**src/rtl/single_rom2.sv**
```systemverilog
// Computed 640x480 RGB332 test image: colour bars framed by a grey border.
// One registered read per clock, pixel derived arithmetically from the address.
module single_rom2 #(
    parameter int DATA_WIDTH = 8,
    parameter int ADDR_WIDTH = 19,
    parameter int H_ACTIVE   = 640,
    parameter int V_ACTIVE   = 480
) (
    input  logic                  clk,
    input  logic                  rst,
    input  logic [ADDR_WIDTH-1:0] addr,
    output logic [DATA_WIDTH-1:0] q
);

    localparam logic [31:0] PIXELS = 32'(H_ACTIVE * V_ACTIVE);
    localparam logic [31:0] H_LEN  = 32'(H_ACTIVE);
    localparam logic [31:0] V_LEN  = 32'(V_ACTIVE);
    localparam logic [31:0] BAR_W  = 32'(H_ACTIVE / 8);

    localparam logic [DATA_WIDTH-1:0] C_GREY    = DATA_WIDTH'(8'h92);
    localparam logic [DATA_WIDTH-1:0] C_WHITE   = DATA_WIDTH'(8'hFF);
    localparam logic [DATA_WIDTH-1:0] C_YELLOW  = DATA_WIDTH'(8'hFC);
    localparam logic [DATA_WIDTH-1:0] C_CYAN    = DATA_WIDTH'(8'h1F);
    localparam logic [DATA_WIDTH-1:0] C_GREEN   = DATA_WIDTH'(8'h1C);
    localparam logic [DATA_WIDTH-1:0] C_MAGENTA = DATA_WIDTH'(8'hE3);
    localparam logic [DATA_WIDTH-1:0] C_RED     = DATA_WIDTH'(8'hE0);
    localparam logic [DATA_WIDTH-1:0] C_BLUE    = DATA_WIDTH'(8'h03);
    localparam logic [DATA_WIDTH-1:0] C_BLACK   = DATA_WIDTH'(8'h00);

    logic [31:0]           addr_w;
    logic [31:0]           x_pos;
    logic [31:0]           y_pos;
    logic [31:0]           bar_idx;
    logic                  in_range;
    logic                  on_border;
    logic [DATA_WIDTH-1:0] bar_col;
    logic [DATA_WIDTH-1:0] q_d;
    logic [DATA_WIDTH-1:0] q_q;

    // Constant divisors; synthesis reduces these to multiply/shift networks.
    always_comb begin
        addr_w    = 32'(addr);
        y_pos     = addr_w / H_LEN;
        x_pos     = addr_w % H_LEN;
        bar_idx   = x_pos / BAR_W;
        in_range  = (addr_w < PIXELS);
        on_border = (x_pos == 32'd0) || (x_pos == H_LEN - 32'd1) ||
                    (y_pos == 32'd0) || (y_pos == V_LEN - 32'd1);
    end

    always_comb begin
        bar_col = C_BLACK;
        case (bar_idx)
            32'd0:   bar_col = C_WHITE;
            32'd1:   bar_col = C_YELLOW;
            32'd2:   bar_col = C_CYAN;
            32'd3:   bar_col = C_GREEN;
            32'd4:   bar_col = C_MAGENTA;
            32'd5:   bar_col = C_RED;
            32'd6:   bar_col = C_BLUE;
            default: bar_col = C_BLACK;
        endcase
    end

    always_comb begin
        q_d = C_BLACK;
        if (in_range) begin
            q_d = on_border ? C_GREY : bar_col;
        end
    end

    always_ff @(posedge clk) begin
        if (!rst) begin
            q_q <= '0;
        end else begin
            q_q <= q_d;
        end
    end

    assign q = q_q;

endmodule

```
**config.mk**
```make
export PLATFORM = sky130hd
export DESIGN_NAME = single_rom2
export DESIGN_NICKNAME = d
export VERILOG_FILES = /design/src/rtl/single_rom2.sv
export SDC_FILE = /design/constraint.sdc
export NUM_CORES = 1
export LEC_CHECK = 0
export ABC_AREA = 1
export CAP_MARGIN = 40
export CORE_ASPECT_RATIO = 2
export CORE_MARGIN = 8
export CORE_UTILIZATION = 35
export CTS_BUF_LIST = sky130_fd_sc_hd__clkbuf_8
export CTS_CLUSTER_DIAMETER = 150
export DETAILED_ROUTE_END_ITERATION = 7
export SLEW_MARGIN = 5
export SYNTH_ARGS = -nofsm -noshare
export SYNTH_HDL_FRONTEND = slang
export SYNTH_SLANG_ARGS = --single-unit
```
**constraint.sdc**
```tcl
create_clock -name clk -period 12.8 [get_ports clk]
set_input_delay 2.56 -clock clk [delete_from_list [all_inputs] [get_ports clk]]
set_output_delay 2.56 -clock clk [all_outputs]
set_load 0.01 [all_outputs]
```
# ---- Yosys cells after proc, flatten, opt, wreduce, memory -nomap -nowiden
# Index checks and enable logic that the tools add are counted.
# Widths: inputs -> output; s select.
dict set report totals {
  register_bits 8
  inputBits 21
  output_inout_bits 8
  word_cells 26
}
dict set report classes {
  n_div 3
  magnitude_cmp 1
  eq_ne 8
  n_mux 2
  bitwise 2
  reduce_logical 8
}
# op n
set ops {}
lappend ops {{$eq 32x3->1 const B} 3}
lappend ops {{$logic_not 32->1} 3}
lappend ops {{$eq 32x2->1 const B} 2}
lappend ops {{$pmux 8 s7} 1}
lappend ops {{$div 19x10->32 const B} 1}
lappend ops {{$div 32x7->32 const B} 1}
lappend ops {{$eq 32x1->1 const B} 1}
lappend ops {{$eq 32x10->1 const B} 1}
lappend ops {{$eq 32x9->1 const B} 1}
lappend ops {{$mod 19x10->32 const B} 1}
lappend ops {{$lt 19x19->1 const B} 1}
lappend ops {{$mux 8} 1}
lappend ops {{$logic_or 1x1->1} 3}
lappend ops {{$reduce_or 3->1} 1}
lappend ops {{$not 1->1} 2}
lappend ops {{$reduce_and 2->1} 1}

# ---- Logic depth before layout (Yosys ltp)
dict set report logic_depth {
  word_depth 6
  ltp_mapped 59
}

# ---- Worst setup path before layout
# No wires, ideal clock.
dict set report synth_path {
  path_type {input to register}
  start {input addr[18]}
  end {register q_q[1], in the netlist q[1]}
  setup_ps 128
  t_arrival_ps 6225
  required_ps 12672
  setup_slack_ps 6447
  path_stages 52
  n_path_buf 1
  cell_sequence {buf_2 inv_1 nand3_1 nand2_2 inv_2 nand2_2 o21ai_2 inv_2 nand3_1 nand3_2 nand2_4 nand2_4 nand2_1 nand3_2 nand2_2 nand2_4 nand2_2 nand3_2 (+16 left out) nand2_2 nand2_2 inv_2 nand2_4 nand2_4 inv_2 nand2_2 nand2_4 inv_4 nand2_2 nand2_1 nand3_2 nand2_1 nand2_2 nand2_1 nand2_1 nand3_1 a21oi_1}
}
dict set report synth_between {
  elab_chain_cells 6
  word_cells_on_any_way 21
  classes_between {div (3); order compare (1); eq/ne (8); mux (2); reduce/logical (7)}
}
# element line_no
set synth_lines {}
lappend synth_lines {{start, declared} 11} ;# input logic [ADDR_WIDTH-1:0] addr,
lappend synth_lines {{parallel branches: the longest is 6 deep, another holds $mod 19x10->32} --}
lappend synth_lines {{end signal, assigned} 76} ;# q_q <= q_d;
lappend synth_lines {{end, declared} 38} ;# logic [DATA_WIDTH-1:0] q_q;
# Several ways; the timed one is not identified.
# A chain may end at the register's enable or synchronous reset.

# ---- Worst setup path after layout
# Same ends and word-level chain as after synthesis.

==> flow_metrics.py <==
metrics = {
    "critical_path": {
        "arrival_ns": 7.32,
        "cp-end-kind": "register",
        "crit_type": "in -> reg",
        "slowest_delay_ns": 0.62,
        "path_delay_family": "simple AND/OR/NAND/NOR gates",
        "start_kind": "input port",
        "path_common_cell": "nand2_2",
        "crit_required_ns": 12.90,
        "worst-path-buf-inv": 9,
        "crit_fanout": 8,
        "slowest_stage": "clkdlybuf4s50_1",
    },
    "routing": {
        "vias_per_cell": 4.81,
        "drt-initial-drc-count": 22,
        "wirelength_um": 3610,
        "wl_per_cell_um": 11.0,
        "vias": 1578,
        "drc": 0,
        "drtAntennaViolNets": 0,
        "drt_first_pass_iters": 4,
    },
    "synthesis": {
        "synth_top_area_share_pct": 14.8,
        "ys.warnings.count": 0,
        "ys_ff_latch": 6,
        "synth_area_leaders": "nand2_1, nand2_2, nand3_1, nand2_4, nand3_2",
        "syn_nets": 269,
        "syn_inst": 248,
        "synth.avg_cell_area_um2": 5.82,
        "synth_ff_type": "dfxtp_1",
        "ys_top_cells_by_count": "nand2_1, nand3_1, nand2_2, inv_1, inv_2",
        "synthArstFlopShare_pct": 0,
        "yosysUniqueCellTypes": 26,
        "synth_area_um2": 1440,
        "synth.most_common_cell": "nand2_1",
        "synth_edf_count": 0,
        "ys_seq_area_share_pct": 8.32,
        "yosysTopAreaCell": "nand2_1",
    },
    "run_status": {
        "outcome": "completed",
    },
    "timing": {
        "rsz0062_at_grt": "false",
        "min_period_ns": 7.22,
        "tightestPinTransition_ns": 0.383,
        "setup_tns_ns": 0,
        "setup_viol": 0,
        "hold_viol": 0,
        "layout_setup_ws_ns": 5.58,
        "fin_crit_sh_pct": 56.4,
        "maxSlewViolCount": 0,
        "slew_headroom_pct": 74.1,
        "fmax_mhz": 138,
    },
    "clock_tree": {
        "cts_max_path_buffers": 2,
        "cts_resized": 0,
        "clkTransAtPathRegs_ns": 0.04,
        "cts.htree.levels": 1,
        "numCtsBuffers": 3,
        "cts-root-buf": "clkbuf_8",
        "hold_buffers": 0,
        "cts_tree": "done",
        "postCtsSetupBuffers": 0,
        "cts_sinks": 6,
    },
    "power_and_ir_drop": {
        "power_mw": 0.486,
        "power.leakage_nw": 0.962,
        "p_per_area_nw_per_um2": 268,
        "ir_worst_vdd_uv": 195,
    },
    "placed_design": {
        "pre_cts_slack_ns": 5.31,
        "dp_hpwl_um": 3280,
        "io_buffer_count": 28,
        "place.gp.congestion": 0.846,
    },
    "job": {
        "max_cap_violations": 0,
    },
    "global_routing": {
        "grt_max_degree": 9,
        "overflow": 0,
        "antenna_found_initial": 0,
        "grt_pass1_wl_um": 6310,
        "track_usage_pct": 11.8,
        "first_global_vias": 1688,
    },
    "floorplanning": {
        "fp.dieH_um": 107,
        "die-area_um2": 6560,
        "std_cell_rows": 33,
        "initial_core_util_pct": 35.7,
        "die_x_um": 61.4,
        "core_um2": 4050,
        "io_pins": 29,
    },
    "layout": {
        "largest_reg_flops": 6,
        "nets": 299,
        "drive_gt1_share_pct": 31.9,
        "n_antenna_cell": 0,
        "syn2layout_area_growth_pct": 25.4,
        "fin_util_pct": 44.7,
    },
    "min_path": {
        "min_path_type": "in -> reg",
    },
}
[power by group]
part,switching [mW],internal [mW]
sequential,0.00137,0.0245
combinational,0.284,0.148
clock,0.00803,0.0202
[layout make-up]
cell class / instances / area, um2
tap: 52 / 65.1
sequential: 6 / 120
fill: 478 / 2240
multi-input combinational: 191 / 1120
inverter: 48 / 183
clock buffer: 3 / 41.3
timing repair buffer: 28 / 280
[layer usage]
layer / routed length [um] / part of all wire, % / track usage [%]
met3: 177 / 4.9 / 1.32
met5: 0 / 0 / 0
met2: 2230 / 62 / 26.6
met1: 1160 / 32 / 8.67
met4: 54 / 1.5 / 3.45
[final timing paths]
path	start	depth (start not counted)	slack, ns	to
setup / recovery	addr[18]	54	5.58	q[1]
hold / removal	rst	5	3.06	q[1]
[placed cells by master (no fill, tap or decap)]
cell             synthesis  layout
nand2_1                 57      57
nand3_1                 37      37
nand2_2                 32      32
clkdlybuf4s50_1          0      28
inv_1                   27      27
inv_2                   19      19
nand3_2                 15      15
nand2_4                 14      14
nor2_1                   8       8
a21oi_1                  6       6
dfxtp_1                  6       6
nand4_1                  4       4
o21ai_1                  3       3
o21ai_0                  3       3
clkbuf_8                 0       3
o21ai_2                  2       2
nor3_1                   2       2
nor4_1                   2       2
clkinv_1                 1       1
o211ai_2                 1       1
xor2_1                   1       1
inv_4                    1       1
o21bai_1                 1       1
o41ai_1                  1       1
a221oi_2                 1       1
a31oi_1                  1       1
[per-stage QoR]
stage	instances	hold slack, ns	cell area (um2)
after floorplan	248	2.80	1440
after global placement	325	3.29	1770
after detailed placement	325	3.29	1770
after CTS	328	3.06	1810
after global routing	328	3.12	1810
final	328	3.06	1810
[cell families after synthesis]
kind of cell,synth area share (%)
AO/OA/AOI/OAI,8.84
XOR/XNOR,0.607
buffers and inverters,14.0
flip-flops,8.32
AND/OR/NAND/NOR,68.2
Power figures use the tool's default switching activity.
